[src/rtl/noise_src.sv]
// noise_src: burst stimulus source, baseline plus LFSR noise, then zero tail.
// Define NOISE_SRC_SAT_EN to clamp samples; otherwise sums wrap modulo 2^WIDTH.
module noise_src #(
    parameter int          WIDTH = 8,
    parameter logic [15:0] SEED  = 16'hACE1
) (
    input  logic             clk,
    input  logic             rst,
    input  logic             en,
    input  logic             start,
    input  logic [WIDTH-1:0] base,
    input  logic [3:0]       amp_sh,
    input  logic [7:0]       n_samp,
    input  logic [7:0]       drop_len,
    output logic [WIDTH-1:0] out,
    output logic             out_valid,
    output logic             busy
);

    localparam logic [1:0] S_IDLE = 2'd0;
    localparam logic [1:0] S_RUN  = 2'd1;
    localparam logic [1:0] S_DROP = 2'd2;

    logic [1:0]       state;
    logic [7:0]       cnt;
    logic [15:0]      lfsr;
    logic [15:0]      lfsr_nxt;
    logic [WIDTH-1:0] base_r;
    logic [3:0]       amp_r;
    logic [7:0]       drop_r;

    logic signed [WIDTH+1:0] noise_ext;
    logic signed [WIDTH+1:0] noise;
    logic signed [WIDTH+1:0] sum;
    logic [WIDTH-1:0]        sample;

    // Fibonacci step, taps 16/14/13/11
    always_comb begin
        lfsr_nxt = {lfsr[14:0], lfsr[15] ^ lfsr[13] ^ lfsr[12] ^ lfsr[10]};
    end

    // Scaled signed noise added to the baseline, then clamped or wrapped
    always_comb begin
        noise_ext = {{(WIDTH-6){lfsr[7]}}, lfsr[7:0]};
        noise     = '0;
        if (!amp_r[3]) begin
            noise = noise_ext >>> amp_r[2:0];
        end
        sum = signed'({2'b00, base_r}) + noise;
`ifdef NOISE_SRC_SAT_EN
        if (sum[WIDTH+1]) begin
            sample = '0;
        end else if (sum[WIDTH]) begin
            sample = '1;
        end else begin
            sample = sum[WIDTH-1:0];
        end
`else
        sample = sum[WIDTH-1:0];
`endif
    end

    // Burst sequencer; busy tracks exactly the cycles that carry a sample
    always_ff @(posedge clk) begin
        if (rst) begin
            state     <= S_IDLE;
            cnt       <= '0;
            lfsr      <= SEED;
            base_r    <= '0;
            amp_r     <= '0;
            drop_r    <= '0;
            out       <= '0;
            out_valid <= 1'b0;
            busy      <= 1'b0;
        end else if (!en) begin
            out_valid <= 1'b0;
        end else begin
            case (state)
                S_IDLE: begin
                    out_valid <= 1'b0;
                    busy      <= 1'b0;
                    if (start && !busy) begin
                        base_r <= base;
                        amp_r  <= amp_sh;
                        drop_r <= drop_len;
                        lfsr   <= SEED;
                        if (n_samp != 8'd0) begin
                            state <= S_RUN;
                            cnt   <= n_samp;
                        end else if (drop_len != 8'd0) begin
                            state <= S_DROP;
                            cnt   <= drop_len;
                        end
                    end
                end
                S_RUN: begin
                    out       <= sample;
                    out_valid <= 1'b1;
                    busy      <= 1'b1;
                    lfsr      <= lfsr_nxt;
                    if (cnt == 8'd1) begin
                        if (drop_r != 8'd0) begin
                            state <= S_DROP;
                            cnt   <= drop_r;
                        end else begin
                            state <= S_IDLE;
                            cnt   <= '0;
                        end
                    end else begin
                        cnt <= cnt - 8'd1;
                    end
                end
                S_DROP: begin
                    out       <= '0;
                    out_valid <= 1'b1;
                    busy      <= 1'b1;
                    cnt       <= cnt - 8'd1;
                    if (cnt == 8'd1) begin
                        state <= S_IDLE;
                    end
                end
                default: begin
                    state <= S_IDLE;
                end
            endcase
        end
    end

endmodule

[config.mk]
export PLATFORM = sky130hd
export DESIGN_NAME = noise_src
export DESIGN_NICKNAME = d
export VERILOG_FILES = /design/src/rtl/noise_src.sv
export SDC_FILE = /design/constraint.sdc
export NUM_CORES = 1
export LEC_CHECK = 0
export ABC_CLOCK_PERIOD_IN_PS = 3300
export CAP_MARGIN = 20
export CORE_MARGIN = 2
export CORE_UTILIZATION = 55
export CTS_CLUSTER_SIZE = 24
export DETAILED_ROUTE_END_ITERATION = 12
export PLACE_DENSITY = 0.77
export RECOVER_POWER = 50
export SLEW_MARGIN = 15
export SYNTH_ARGS = -nofsm -noshare
export SYNTH_HDL_FRONTEND = slang
export SYNTH_SLANG_ARGS = --single-unit
[constraint.sdc]
create_clock -name clk -period 3.3 [get_ports clk]
set_input_delay 0.66 -clock clk [delete_from_list [all_inputs] [get_ports clk]]
set_output_delay 0.66 -clock clk [all_outputs]
set_load 0.02 [all_outputs]
After elaboration in Yosys (flattened, before gate mapping)
Cells that the tools add are included.
- add/sub/neg operators: 2
- equal/unequal tests: 7
- shift-type cells: 1
- mux-type cells: 18
- bitwise logic cells: 4
- reductions and logical operators: 18
- operators with widths (kind ; count):
    $mux W8 ; 6
    $pmux W16 S2 ; 1
    $pmux W8 S3 ; 1
    $reduce_bool A8 Y1 ; 3
    $mux W16 ; 1
    $pmux W8 S2 ; 1
    $mux W2 ; 6
    $add A8 B8 Y8 ; 1
    $eq A8 B1 Y1 const B ; 1
    $sshr A8 B3 Y8 ; 1
    $sub A8 B1 Y8 const B ; 1
    $ne A2 B2 Y1 const B ; 3
    $pmux W2 S3 ; 1
    $reduce_and A3 Y1 ; 2
    $reduce_bool A2 Y1 ; 3
    $reduce_and A5 Y1 ; 1
    $reduce_and A2 Y1 ; 2
    $reduce_and A4 Y1 ; 1
    $reduce_or A2 Y1 ; 2
    $ne A3 B3 Y1 const B ; 1
    $reduce_bool A3 Y1 ; 1
    $xor A1 B1 Y1 ; 3
    $eq A2 B1 Y1 const B ; 1
    $eq A2 B2 Y1 const B ; 1
    other kinds (5) ; 5
- register bits: 56
- bits of input ports: 32
- output and inout port bits: 10
- word-level logic and storage cells: 59

Longest topological paths before layout
Gate-level depths: netlist of the first run.
- word-level depth: 5
- depth in mapped cells: 11
- gate-level depth less buffers: 10

Least setup slack after synthesis of the first run
Ideal clock, no wire load.
- kind: flip-flop to flip-flop
- start: register amp_r[0]
- end: register out[4]
- setup time: 0.071 ns
- arrival time: 2.886 ns
- data required time: 3.229 ns
- path slack: 0.344 ns
- stages on the path, launching flop included: 11
- buffers on the path: 1
- period minus slack after synthesis: 2.956 ns
- cells stage by stage: dfxtp_1 clkbuf_1 mux4_2 mux2i_1 nor2_1 ha_1 fa_1 a211oi_1 nor2_1 or4_1 a21oi_1
- word-level cells in the longest chain between the ends: 4
- RTL lines (element ; line ; RTL):
    from (decl) ; 29 ; logic [3:0] amp_r;
    from (signal assigned) ; 84 ; amp_r <= amp_sh;
    $sshr A8 B3 Y8 ; 47 ; noise = noise_ext >>> amp_r[2:0];
    $mux W8 ; 46 ; if (!amp_r[3]) begin
    $add A8 B8 Y8 ; 49 ; sum = signed'({2'b00, base_r}) + noise;
    $pmux W8 S2 ; 78 ; case (state)
    to (signal assigned) ; 97 ; out <= sample;
    to (decl) ; 15 ; output logic [WIDTH-1:0] out,
Every way passes these cells.
A chain may end at the register's enable or synchronous reset.

Final worst setup path of the first run
Same ends and word-level chain as after synthesis.

==> results of run 1 <==
## metrics by stage
step | std cells | hold WS (ps)
after detailed placement | 476 | 450
final | 484 | 454
after global placement | 476 | 438
after CTS | 484 | 465
after floorplan | 384 | 432
after global routing | 484 | 487
## cells by family after synthesis
family / count (synthesis) / synth area share (%)
compound gates: 102 / 22.9
buf+inv: 34 / 4.21
mux: 11 / 5.41
flops: 56 / 34.9
fa+ha+maj: 14 / 5.69
simple gates: 155 / 23.6
xor+xnor: 12 / 3.27
## sequential cells by signal, indices dropped and copies added (netlist names)
| name | count |
|---|---|
| amp_r | 4 |
| base_r | 8 |
| busy | 1 |
| cnt | 8 |
| drop_r | 8 |
| lfsr | 16 |
| out | 8 |
| out_valid | 1 |
| state | 2 |
## worst register-to-register path: stages (launching register included)
cell	delay, ps
sky130_fd_sc_hd__dfxtp_1	580
sky130_fd_sc_hd__mux4_2	570
sky130_fd_sc_hd__mux2i_1	140
sky130_fd_sc_hd__nor2_1	60
sky130_fd_sc_hd__ha_1	220
sky130_fd_sc_hd__fa_1	420
sky130_fd_sc_hd__a211oi_1	290
sky130_fd_sc_hd__nor2_1	80
sky130_fd_sc_hd__or4_1	470
sky130_fd_sc_hd__a21oi_1	140
## placed cells by master (no fill, tap or decap), types with 7 or more instances in the layout
master and count:
sky130_fd_sc_hd__nand2_1 66, sky130_fd_sc_hd__nor2_1 26, sky130_fd_sc_hd__clkdlybuf4s50_1 30, sky130_fd_sc_hd__dfxtp_1 56, sky130_fd_sc_hd__ha_1 13, sky130_fd_sc_hd__nand3_1 19
sky130_fd_sc_hd__o21bai_1 9, sky130_fd_sc_hd__dlygate4sd3_1 10, sky130_fd_sc_hd__a21oi_1 45, sky130_fd_sc_hd__xnor2_1 10, sky130_fd_sc_hd__nor3_1 7, sky130_fd_sc_hd__o211ai_1 9
sky130_fd_sc_hd__nor3b_1 11, sky130_fd_sc_hd__inv_1 11
## power by group
part / switching (mW) / internal (mW)
sequential: 0.0778 / 0.756
clock: 0.240 / 0.151
combinational: 0.482 / 0.358
total: 0.800 / 1.27
## area by class of cell
cell class                      instances  area, µm²  share of cell area, %
Multi-Input combinational cell        294       1960                   52.6
Sequential cell                        56       1120                   30.2
Timing Repair Buffer                   43        417                   11.2
Tap cell                               72       90.1                   2.42
Clock buffer                            5       68.8                   1.85
Inverter                               11       41.3                   1.11
Clock inverter                          3       23.8                  0.640
## layer usage
layer / track usage (%) / vias up
met5: 0 / -
met4: 6.95 / 0
met3: 3.60 / 11
met2: 42.5 / 53
met1: 30.2 / 1366
li1: - / 1433
## worst paths after layout
| path | from | endpoint | slack, ps | cells past startpoint |
|---|---|---|---|---|
| worst max-delay path | amp_r[0]$_SDFFE_PP0P_ | out[4]$_SDFFE_PP0P_ | 270 | 9 |
| worst max register to register | amp_r[0]$_SDFFE_PP0P_ | out[4]$_SDFFE_PP0P_ | 270 | 9 |
| worst min register to register | out[5]$_SDFFE_PP0P_ | out[5]$_SDFFE_PP0P_ | 450 | 2 |
| worst min-delay path | out[5]$_SDFFE_PP0P_ | out[5]$_SDFFE_PP0P_ | 450 | 2 |
==> impl.org, run 1 <==
** Global routing
- Across every metal layer, demand over resource in global routing totals between 20% and 30%.
- Entering global routing, the biggest net connects 53 pins.
- Global-route wire length before repair :: 12400 µm
- Initial antenna violation count :: 0
- Remaining global-route overflow :: 0
- The number of global-route vias before repair was 2780.

** STA
- The hold violation total from the final report is 0.
- Maximum clock frequency :: 330 MHz
- The worst path needs around 3000 ps of the cycle, external delays included.
- Setup repair after global routing left no endpoint under its margin.
- In the post-route analysis, the smallest setup slack over all paths is approximately 270 ps.
- For the pin with the worst max-slew slack, the measured transition is ~1300 ps.
- Final max-slew violation count :: 0
- Setup TNS :: 0 ps
- Setup violations remaining at the end of the flow were counted as 0.
- Final worst path period share :: between 90% and 100%
- Worst-case headroom to the max-slew limit :: between 15 and 20%
- For the final database, setup skew stands at 6.79 ps.

** Worst setup path
- The kind of cell with the highest combined delay along the critical path is multiplexers.
- The worst setup path is launched from a flop.
- On the critical path, the stage with the largest delay is an instance of sky130_fd_sc_hd__dfxtp_1.
- Maximum cell stage delay along the critical path :: around 580 ps
- At the worst endpoint, the arrival time is about 3300 ps.
- CP Cell Sequence :: mux4_2 -> mux2i_1 -> nor2_1 -> ha_1 -> fa_1 -> a211oi_1 -> nor2_1 -> or4_1 -> a21oi_1
- The critical path is of the flop to flop type.
- The cell that appears most often on the critical path is sky130_fd_sc_hd__nor2_1.
- Worst EP required :: 3540 ps
- Type of element capturing the critical path :: flop
- Worst Path Max Fanout :: 8
- Number of buffer and inverter instances along the worst setup path :: 0

** Clocking
- Buffers inserted during clock tree synthesis total 5.
- Library cell used as clock root buffer :: sky130_fd_sc_hd__clkbuf_8
- Bufs on Longest Clock Path :: 2
- Number of H-tree levels :: 2
- Setup Buffers After CTS :: 0
- The later pin in the worst-skew pair is clocked with a latency of 310 ps.
- TritonCTS built the clock tree.
- CTS clk-pin slew, worst paths :: 100 ps
- Hold Buf Count CTS :: 0
- CTS saw 56 sinks.
- Count of cells resized by post-cts repair :: 0

** Logic synthesis
- Most common cell in the netlist :: sky130_fd_sc_hd__nand2_1
- Primary FF master, synth :: sky130_fd_sc_hd__dfxtp_1
- Count of yosys warnings during synthesis :: 0
- Seq cells post-synth :: 56
- After synthesis the cells add up to 3210 µm².
- Top cell types by occurrence after synthesis :: sky130_fd_sc_hd__nand2_1, sky130_fd_sc_hd__dfxtp_1, sky130_fd_sc_hd__a21oi_1
- Fraction of post-synthesis cell area in the top cell type by area :: between 30% and 40%
- Ranking of synthesized cells by area :: sky130_fd_sc_hd__dfxtp_1, sky130_fd_sc_hd__nand2_1, sky130_fd_sc_hd__a21oi_1
- Number of enable-type register cells in the synthesized netlist :: 0
- Each instance of the synthesized netlist takes up on average 8.36 µm².
- Sequential cell area fraction in the yosys report :: a little over a third
- Synthesis handed over a netlist of 384 instances.
- Summed over all instances, the cell type with the most area after synthesis is sky130_fd_sc_hd__dfxtp_1.
- Asr flop ratio synth :: 0%
- Synthesis produced a netlist with a net count of 430.
- Count of distinct cell types in the synthesized netlist :: 53

** Power
- In this run the static leakage power is between 1 and 1.5 nW.
- Tot Pwr :: a little over 2 mW
- The worst-case IR drop observed on VDD is 0.317 mV.
- Power per unit of standard cell area :: 556 nW/µm²

** Detailed routing
- Detailed Route WL :: 7340 µm
- Routed vias/inst :: roughly 5.9
- Detailed routing placed a total of 3640 µm of wire on met2.
- The detailed router put a total of 3350 µm of wire on met1.
- In this run the top signal layer used is met4.
- In this run, the number of DRC markers left after iteration 0 of detailed routing was 179.
- Post-route DRC :: 0
- Dividing the detail-routed wire length by the instance count gives 15.2 µm.
- The routed layout has 2863 vias.
- Router iterations before antenna repair :: 5
- Detailed routing placed a total of around 270 µm of wire on met3.
- ANT nets after route :: 0

** Status
- Outcome :: complete, no violations

** Place
- The congestion estimate from routability-driven global placement came to 0.903.
- Summed over all nets, the half-perimeter wirelength after detailed placement is 5310 µm.
- After detailed placement, the total cell area comes to 3630 µm².
- The count of buffers added on input and output ports is between 40 and 50.
- Timing analysis after detailed placement gives a worst setup slack of 316 ps.

** Finish
- After filler insertion, the fill cell instance count of the layout stands at around 470.
- Post-Layout Inst Area :: between 3000 and 4000 µm²
- Share of post-route cells with drive strength above 1 :: a little under 7%
- Relative to the synthesized area, the layout overhead comes to 15.7%.
- The number of antenna diodes in the final layout is 0.
- Net count, final :: 457
- Final cell utilization of the core :: 66.7%

** Die
- Standard cell core area :: around 5600 µm²
- The floorplan step set the die width to 80.4 µm.
- Site row count :: 27
- Initial standard-cell utilization of the core :: between 50% and 60%
- 42 I/O pins were placed.
- Die area :: 6470 µm²
- The die is 80.4 µm tall.

** Job
- Max-cap violations in this run came to 0.

** Min path
- Hold/Removal Path Class :: flop to flop
Note: power is estimated with default switching activity, not from simulation.
==> run 2, diff against run 1 <==
--- a/config.mk
+++ b/config.mk
@@ -7,11 +7,12 @@
 export LEC_CHECK = 0
 export ABC_CLOCK_PERIOD_IN_PS = 3300
 export CAP_MARGIN = 20
+export CORE_ASPECT_RATIO = 1.4
 export CORE_MARGIN = 2
-export CORE_UTILIZATION = 55
+export CORE_UTILIZATION = 48
 export CTS_CLUSTER_SIZE = 24
 export DETAILED_ROUTE_END_ITERATION = 12
-export PLACE_DENSITY = 0.77
+export PLACE_DENSITY = 0.68
 export RECOVER_POWER = 50
 export SLEW_MARGIN = 15
 export SYNTH_ARGS = -nofsm -noshare
==> run 2 against run 1 <==
Net effect:
- design area stayed put
- power is 0.32% higher
- sequential share of layout area stayed put
- via count is 1.2% lower
- worst hold slack worse by 0.83 ps
- fmax is 0.70% higher
- flip-flop and latch count stayed put
- sequential power hardly changed
- largest power group unchanged
- clock skew is 5.5 ps higher
- critical endpoint unchanged
- combinational power hardly changed
- final cell count is 0.41% higher
- non-clock buffer count stayed put
==> impl.org, run 2 (synthesized netlist as in run 1, its figures left out) <==
** Status
- The run finished with clean final reports.

** Clocking
- Count of cells resized by post-cts repair :: 0
- Clock-pin slew was measured on the worst setup and hold paths at 110 ps.
- TritonCTS clock tree :: done
- In this run the deepest clock path goes through 2 buffers.
- TritonCTS created 5 clock buffers.
- Library cell used as clock root buffer :: sky130_fd_sc_hd__clkbuf_8
- Setup Buffers After CTS :: 0
- Hold Buf Count CTS :: 0
- In this run the number of H-tree levels came out at 2.
- Count of clock tree sinks :: 56
- For the worst-skew pair, the clock arrives at the later sink with an insertion delay of 320 ps.

** Finish
- Share of post-route cells with drive strength above 1 :: 6.55%
- The register with the most flip-flops in the layout has 16 of them.
- The library cells used most frequently in the layout, excluding fill and tap cells, are sky130_fd_sc_hd__nand2_1, sky130_fd_sc_hd__dfxtp_1, sky130_fd_sc_hd__a21oi_1.
- Net count, final :: 457
- Relative to the synthesized area, the layout overhead comes to 15.7%.
- The number of antenna diodes in the final layout is 0.
- Number of filler instances in the final layout :: 622
- Most common cell after layout, fill and taps aside :: sky130_fd_sc_hd__nand2_1
- lfsr holds more flip-flops than any other register.

** STA
- Slew of the pin with the lowest slew margin :: 1010 ps
- Final Hold Violating Endpoints :: 0
- For the finished layout, the period the worst path requires is 3010 ps.
- Setup slack of the critical path after layout :: 291 ps
- The number of pins with negative max-slew slack in the final report is 0.
- Of the available clock period, the critical path in the final layout requires 91.2%.
- In this run the tightest slew margin relative to its limit is between 30 and 40%.
- Setup TNS :: 0 ps
- RSZ-0062 raised after global routing :: no
- Maximum clock frequency :: 332 MHz
- Clock skew on the completed layout was measured at 12.3 ps.
- Setup violations, final :: 0

** Die
- Vertical die dimension :: 101 µm
- Die Span X :: 73.1 µm
- Die area :: 7370 µm²
- The initial utilization of the core area, before any placement, comes to 49.2%.
- During I/O placement, the number of pins put on the boundary was 42.
- The total area inside the core boundary comes to 6530 µm².
- The floorplan has 35 rows.

** Global routing
- The number of antenna violations at the first check in global routing came to 0.
- Largest net degree at the start of global routing :: 53
- The number of global-route vias before repair is 2873.
- Total global routing track utilization :: 22.7%
- The total overflow left after global routing is 0.
- Global-route wire length before repair :: 13100 µm

** Place
- Count of buffers from port buffering :: 41
- Final Wtd Congestion :: 0.872
- HPWL reported at the end of detailed placement :: 5690 µm
- Prior to clock tree synthesis, the placed netlist has a worst setup slack of 290 ps.

** Detailed routing
- In this run, the number of DRC markers left after iteration 0 of detailed routing was 158.
- The first TritonRoute pass finished after 4 iterations.
- Using the TritonRoute via totals, the vias-per-cell ratio works out to ~5.8.
- The routed design has 7590 µm of wire.
- In the final routed layout, each cell accounts on average for 15.6 µm.
- For this block, the via count after detailed routing is 2830.
- The count of nets left with antenna violations once routing finished came out at 0.
- Post-route DRC :: 0

** Worst setup path
- By startpoint and endpoint, the worst setup path is classified as flop to flop.
- For the worst setup path, the data required time is 3540 ps.
- Maximum cell stage delay along the critical path :: 570 ps
- Reg2Reg Launch Point :: amp_r[0]$_SDFFE_PP0P_
- CP Cell Sequence :: mux4_2 -> mux2i_1 -> nor2_1 -> ha_1 -> fa_1 -> a211oi_1 -> nor2_1 -> or4_1 -> a21oi_1
- Number of buffer and inverter instances along the worst setup path :: 0
- Reg-to-reg slack, setup :: 290 ps
- The number of cells on the worst reg-to-reg path is 9.
- Arrival time reported for the critical path endpoint :: 3250 ps
- In this run the worst path has a maximum fanout of 8.
- The most numerous cell type found on the critical path is sky130_fd_sc_hd__nor2_1.
- Largest delay contributor family on the critical path :: multiplexers
- STA classifies the critical path endpoint as a flop.
- Startpoint type of the worst setup path :: flop
- For this design, the slowest cell found on the critical path is sky130_fd_sc_hd__mux4_2.
- Reg-to-reg endpoint :: out[4]$_SDFFE_PP0P_

** Power
- Summed over all cells, the static leakage comes to 1.39 nW.
- Power per unit of standard cell area :: 557 nW/µm²
- Maximum vdd drop :: around 0.29 mV

** Min path
- For hold timing, the worst endpoint is out[3]$_SDFFE_PP0P_.
- In this run the most critical hold path is launched from out[3]$_SDFFE_PP0P_.
- Counting instances, the worst hold path has a depth of 2.
- Hold/Removal Path Class :: flop to flop

** Job
- Max-cap violations in this run came to 0.
==> run 2: cell types whose count changed in the layout (fill, tap and decap cells not counted), sizes merged <==
cell	delta
clkinvlp	-2
inv	+2
clkdlybuf4s50	-1
dlygate4sd3	+1
==> run 2: final cells by class <==
class,instances,area (µm²),share of cell area [%]
timing repair buffer,43,417,11.2
clock buffer,5,68.8,1.85
sequential,56,1120,30.2
tap,74,92.6,2.49
multi-input combinational,294,1950,52.5
clock inverter,3,26.3,0.707
inverter,11,41.3,1.11
==> run 2: worst max-delay path by stage <==
stage          slack, ps  cells past startpoint                  end                   from
2_1_floorplan        340                     10  out[4]$_SDFFE_PP0P_  amp_r[0]$_SDFFE_PP0P_
3_3_place_gp         350                      9  out[4]$_SDFFE_PP0P_  amp_r[0]$_SDFFE_PP0P_
3_5_place_dp         290                      9  out[4]$_SDFFE_PP0P_  amp_r[0]$_SDFFE_PP0P_
4_1_cts              270                      9  out[4]$_SDFFE_PP0P_  amp_r[0]$_SDFFE_PP0P_
5_1_grt               50                      9  out[4]$_SDFFE_PP0P_  amp_r[0]$_SDFFE_PP0P_
6_report             290                      9  out[4]$_SDFFE_PP0P_  amp_r[0]$_SDFFE_PP0P_
==> run 2: per-layer routing <==
| layer | track usage [%] | vias up | routed length (µm) |
|---|---|---|---|
| met5 | 0 | - | 0 |
| met4 | 10.3 | 0 | 252 |
| met3 | 3.10 | 20 | 282 |
| met2 | 42.0 | 69 | 4160 |
| met1 | 24.8 | 1309 | 2900 |
| li1 | - | 1432 | - |
==> run 2: worst register-to-register path, stage by stage (launching register included) <==
cell	delay, ps
sky130_fd_sc_hd__dfxtp_1	560
sky130_fd_sc_hd__mux4_2	570
sky130_fd_sc_hd__mux2i_1	140
sky130_fd_sc_hd__nor2_1	60
sky130_fd_sc_hd__ha_1	220
sky130_fd_sc_hd__fa_1	420
sky130_fd_sc_hd__a211oi_1	270
sky130_fd_sc_hd__nor2_1	80
sky130_fd_sc_hd__or4_1	480
sky130_fd_sc_hd__a21oi_1	150
==> run 2: stage by stage <==
stage,instance area [µm²],hold slack (ps),utilization [%],cells,power (mW)
after floorplan,3210,432,-,384,1.47
after global placement,3630,441,55.6,478,1.69
after detailed placement,3630,447,55.6,478,1.70
after CTS,3730,461,57.1,486,2.11
after global routing,3720,490,57.0,486,2.23
final,3720,453,57.0,486,2.07
==> run 2: power by group <==
group / switching (mW) / total, mW / internal [mW]
Clock: 0.242 / 0.398 / 0.157
Combinational: 0.485 / 0.842 / 0.357
Sequential: 0.0754 / 0.832 / 0.756
Total: 0.802 / 2.07 / 1.27
==> run 3, diff against run 2 <==
--- a/config.mk
+++ b/config.mk
@@ -14,6 +14,7 @@
 export DETAILED_ROUTE_END_ITERATION = 12
 export PLACE_DENSITY = 0.68
 export RECOVER_POWER = 50
+export REMOVE_ABC_BUFFERS = 1
 export SLEW_MARGIN = 15
 export SYNTH_ARGS = -nofsm -noshare
 export SYNTH_HDL_FRONTEND = slang
==> run 3 against run 2 <==
Net effect:
- fmax shrank 1.3%
- die area is the same
- largest cell class unchanged
- clock power shrank 4%
- via count grew 0.67%
- sequential share of layout area is essentially flat
- final cell count grew 0.21%
- combinational power shrank 0.6%
==> impl.org, run 3 (synthesized netlist as in run 1, its figures left out) <==
** Status
- The flow ran to the end, and the final reports show no timing, DRC or antenna violations.

** Die
- In this run the core area contains 35 standard-cell rows.
- I/O pin count :: 42
- In this run the vertical extent of the chip is 101 µm.
- The floorplan step defined a die boundary enclosing between 7000 and 8000 µm².
- The initial utilization of the core area, before any placement, comes to 49.2%.
- In this run the horizontal extent of the chip is 73.1 µm.
- Standard cell core area :: 6530 µm²

** Clocking
- Setup Buffers After CTS :: 0
- Number of H-tree levels :: 2
- Library cell used as clock root buffer :: sky130_fd_sc_hd__clkbuf_8
- TritonCTS clock tree :: done
- The later pin in the worst-skew pair is clocked with a latency of around 320 ps.
- CTS clk-pin slew, worst paths :: roughly 100 ps
- CTS Buf Count :: 5
- No sink is reached through more buffers than the 2 on the longest clock path.
- Count of clock tree sinks :: 56
- Post-CTS repair changed the size of 0 cells.
- In this run, post-CTS hold repair placed 0 buffers.

** Finish
- Net count, final :: ~460
- Share of post-route cells with drive strength above 1 :: 7.02%
- Most common cell after layout, fill and taps aside :: sky130_fd_sc_hd__nand2_1
- Largest Register :: lfsr
- Post-Layout Inst Area :: 3720 µm²
- Max reg flops :: 16
- Area growth from synthesis to layout :: 15.9%
- # diodes :: 0
- In the layout the commonest cells are sky130_fd_sc_hd__nand2_1, sky130_fd_sc_hd__dfxtp_1, sky130_fd_sc_hd__a21oi_1.

** Detailed routing
- Router iterations before antenna repair :: 4
- Detailed Route WL :: 7560 µm
- Across all layers, the routed design uses 2849 vias.
- Post-route DRC :: 0
- Wire per inst :: between 15 and 20 µm
- Routed vias/inst :: just under 6
- After the first detailed-routing iteration, the DRC count stood at roughly 130.
- ANT nets after route :: 0

** Worst setup path
- Counting stages on the worst path, the most repeated cell is sky130_fd_sc_hd__nor2_1.
- Largest delay contributor family on the critical path :: multiplexers
- CP Cell Sequence :: mux4_2 -> mux2i_1 -> nor2_1 -> ha_1 -> fa_1 -> a211oi_1 -> nor2_1 -> or4_1 -> a21oi_1
- Number of buffer and inverter instances along the worst setup path :: 0
- Worst Path Max Fanout :: 8
- In this design, the stage delay of the slowest critical-path cell is 570 ps.
- The largest individual stage delay along the critical path comes from the cell sky130_fd_sc_hd__dfxtp_1.
- Data on the critical path arrives at its endpoint at 3300 ps.
- Type of element capturing the critical path :: flop
- For the worst setup path, the data required time is around 3600 ps.
- Startpoint type of the worst setup path :: flop
- Setup CP Type :: flop to flop

** Global routing
- The number of antenna violations at the first check in global routing was 0.
- Entering global routing, the biggest net connects 31 pins.
- Total global routing track utilization :: 21.5%
- The total overflow left after global routing is 0.
- The number of global-route vias before repair was 2743.
- The first global-routing pass estimated around 13000 µm of wire.

** Place
- Total placed instance area :: between 3000 and 4000 µm²
- Final Wtd Congestion :: 0.902
- Count of buffers from port buffering :: 41
- HPWL reported at the end of detailed placement :: 5700 µm

** STA
- The smallest clock period supported by the final layout is computed as 3050 ps.
- Maximum clock frequency :: 328 MHz
- Adding up every negative setup slack in the final design gives 0 ps.
- Final Hold Violating Endpoints :: 0
- Dividing the final minimum period by the clock period gives roughly 92%.
- Final max-slew violation count :: 0
- The clock arrives with 8.10 ps of skew.
- Worst-case headroom to the max-slew limit :: between 10% and 20%
- Hold slack :: 460 ps
- Setup repair after global routing left no endpoint under its margin.
- For the pin with the worst max-slew slack, the measured transition is 1260 ps.
- Setup violations, final :: 0

** Power
- Maximum vdd drop :: 0.260 mV
- In this run the power density over the cells is ~550 nW/µm².
- Summed over all cells, the static leakage comes to 1.40 nW.

** Job
- Max-capacitance violation count :: 0

** Min path
- The min-delay analysis places its worst path in the category flop to flop.
[run 3: power breakdown]
part	switching (mW)	internal (mW)	leakage, nW
sequential	0.0769	0.756	0.455
combinational	0.479	0.358	0.896
clock	0.235	0.149	0.0479
total	0.791	1.26	1.40
[run 3: final cells by class]
type | count | area (µm²)
Sequential cell | 56 | 1120
Fill cell | 608 | 2800
Clock inverter | 3 | 18.8
Inverter | 11 | 41.3
Timing Repair Buffer | 44 | 424
Multi-Input combinational cell | 294 | 1960
Tap cell | 74 | 92.6
Clock buffer | 5 | 68.8
[run 3: worst paths after layout]
path / depth (start not counted) / slack [ps] / to / start
worst min-delay path: 2 / 460 / out[4]$_SDFFE_PP0P_ / out[4]$_SDFFE_PP0P_
worst min register to register: 2 / 460 / out[4]$_SDFFE_PP0P_ / out[4]$_SDFFE_PP0P_
worst max register to register: 9 / 250 / out[4]$_SDFFE_PP0P_ / amp_r[0]$_SDFFE_PP0P_
worst max-delay path: 9 / 250 / out[4]$_SDFFE_PP0P_ / amp_r[0]$_SDFFE_PP0P_
[run 3: worst reg2reg max path: stages (launching register included)]
cell	delay, ps
sky130_fd_sc_hd__dfxtp_1	570
sky130_fd_sc_hd__mux4_2	570
sky130_fd_sc_hd__mux2i_1	150
sky130_fd_sc_hd__nor2_1	60
sky130_fd_sc_hd__ha_1	210
sky130_fd_sc_hd__fa_1	420
sky130_fd_sc_hd__a211oi_1	310
sky130_fd_sc_hd__nor2_1	80
sky130_fd_sc_hd__or4_1	460
sky130_fd_sc_hd__a21oi_1	150
[run 3: per-stage QoR]
| stage | power (mW) | utilization, % | setup slack [ps] | cells |
|---|---|---|---|---|
| 3_3_place_gp | 1.68 | 55.8 | 370 | 479 |
| 2_1_floorplan | 1.44 | - | 481 | 361 |
| 4_1_cts | 2.08 | 57.1 | 258 | 487 |
| 6_report | 2.05 | 57.0 | 251 | 487 |
| 5_1_grt | 2.20 | 57.0 | 30.3 | 487 |
| 3_5_place_dp | 1.69 | 55.8 | 290 | 479 |
[run 3: per-layer routing]
metal / up-vias / GRT usage (%) / wire length [µm]
li1: 1438 / - / -
met1: 1340 / 25.6 / 3310
met2: 55 / 38.0 / 3820
met3: 16 / 3.90 / 245
met4: 0 / 7.55 / 184
met5: - / 0 / 0
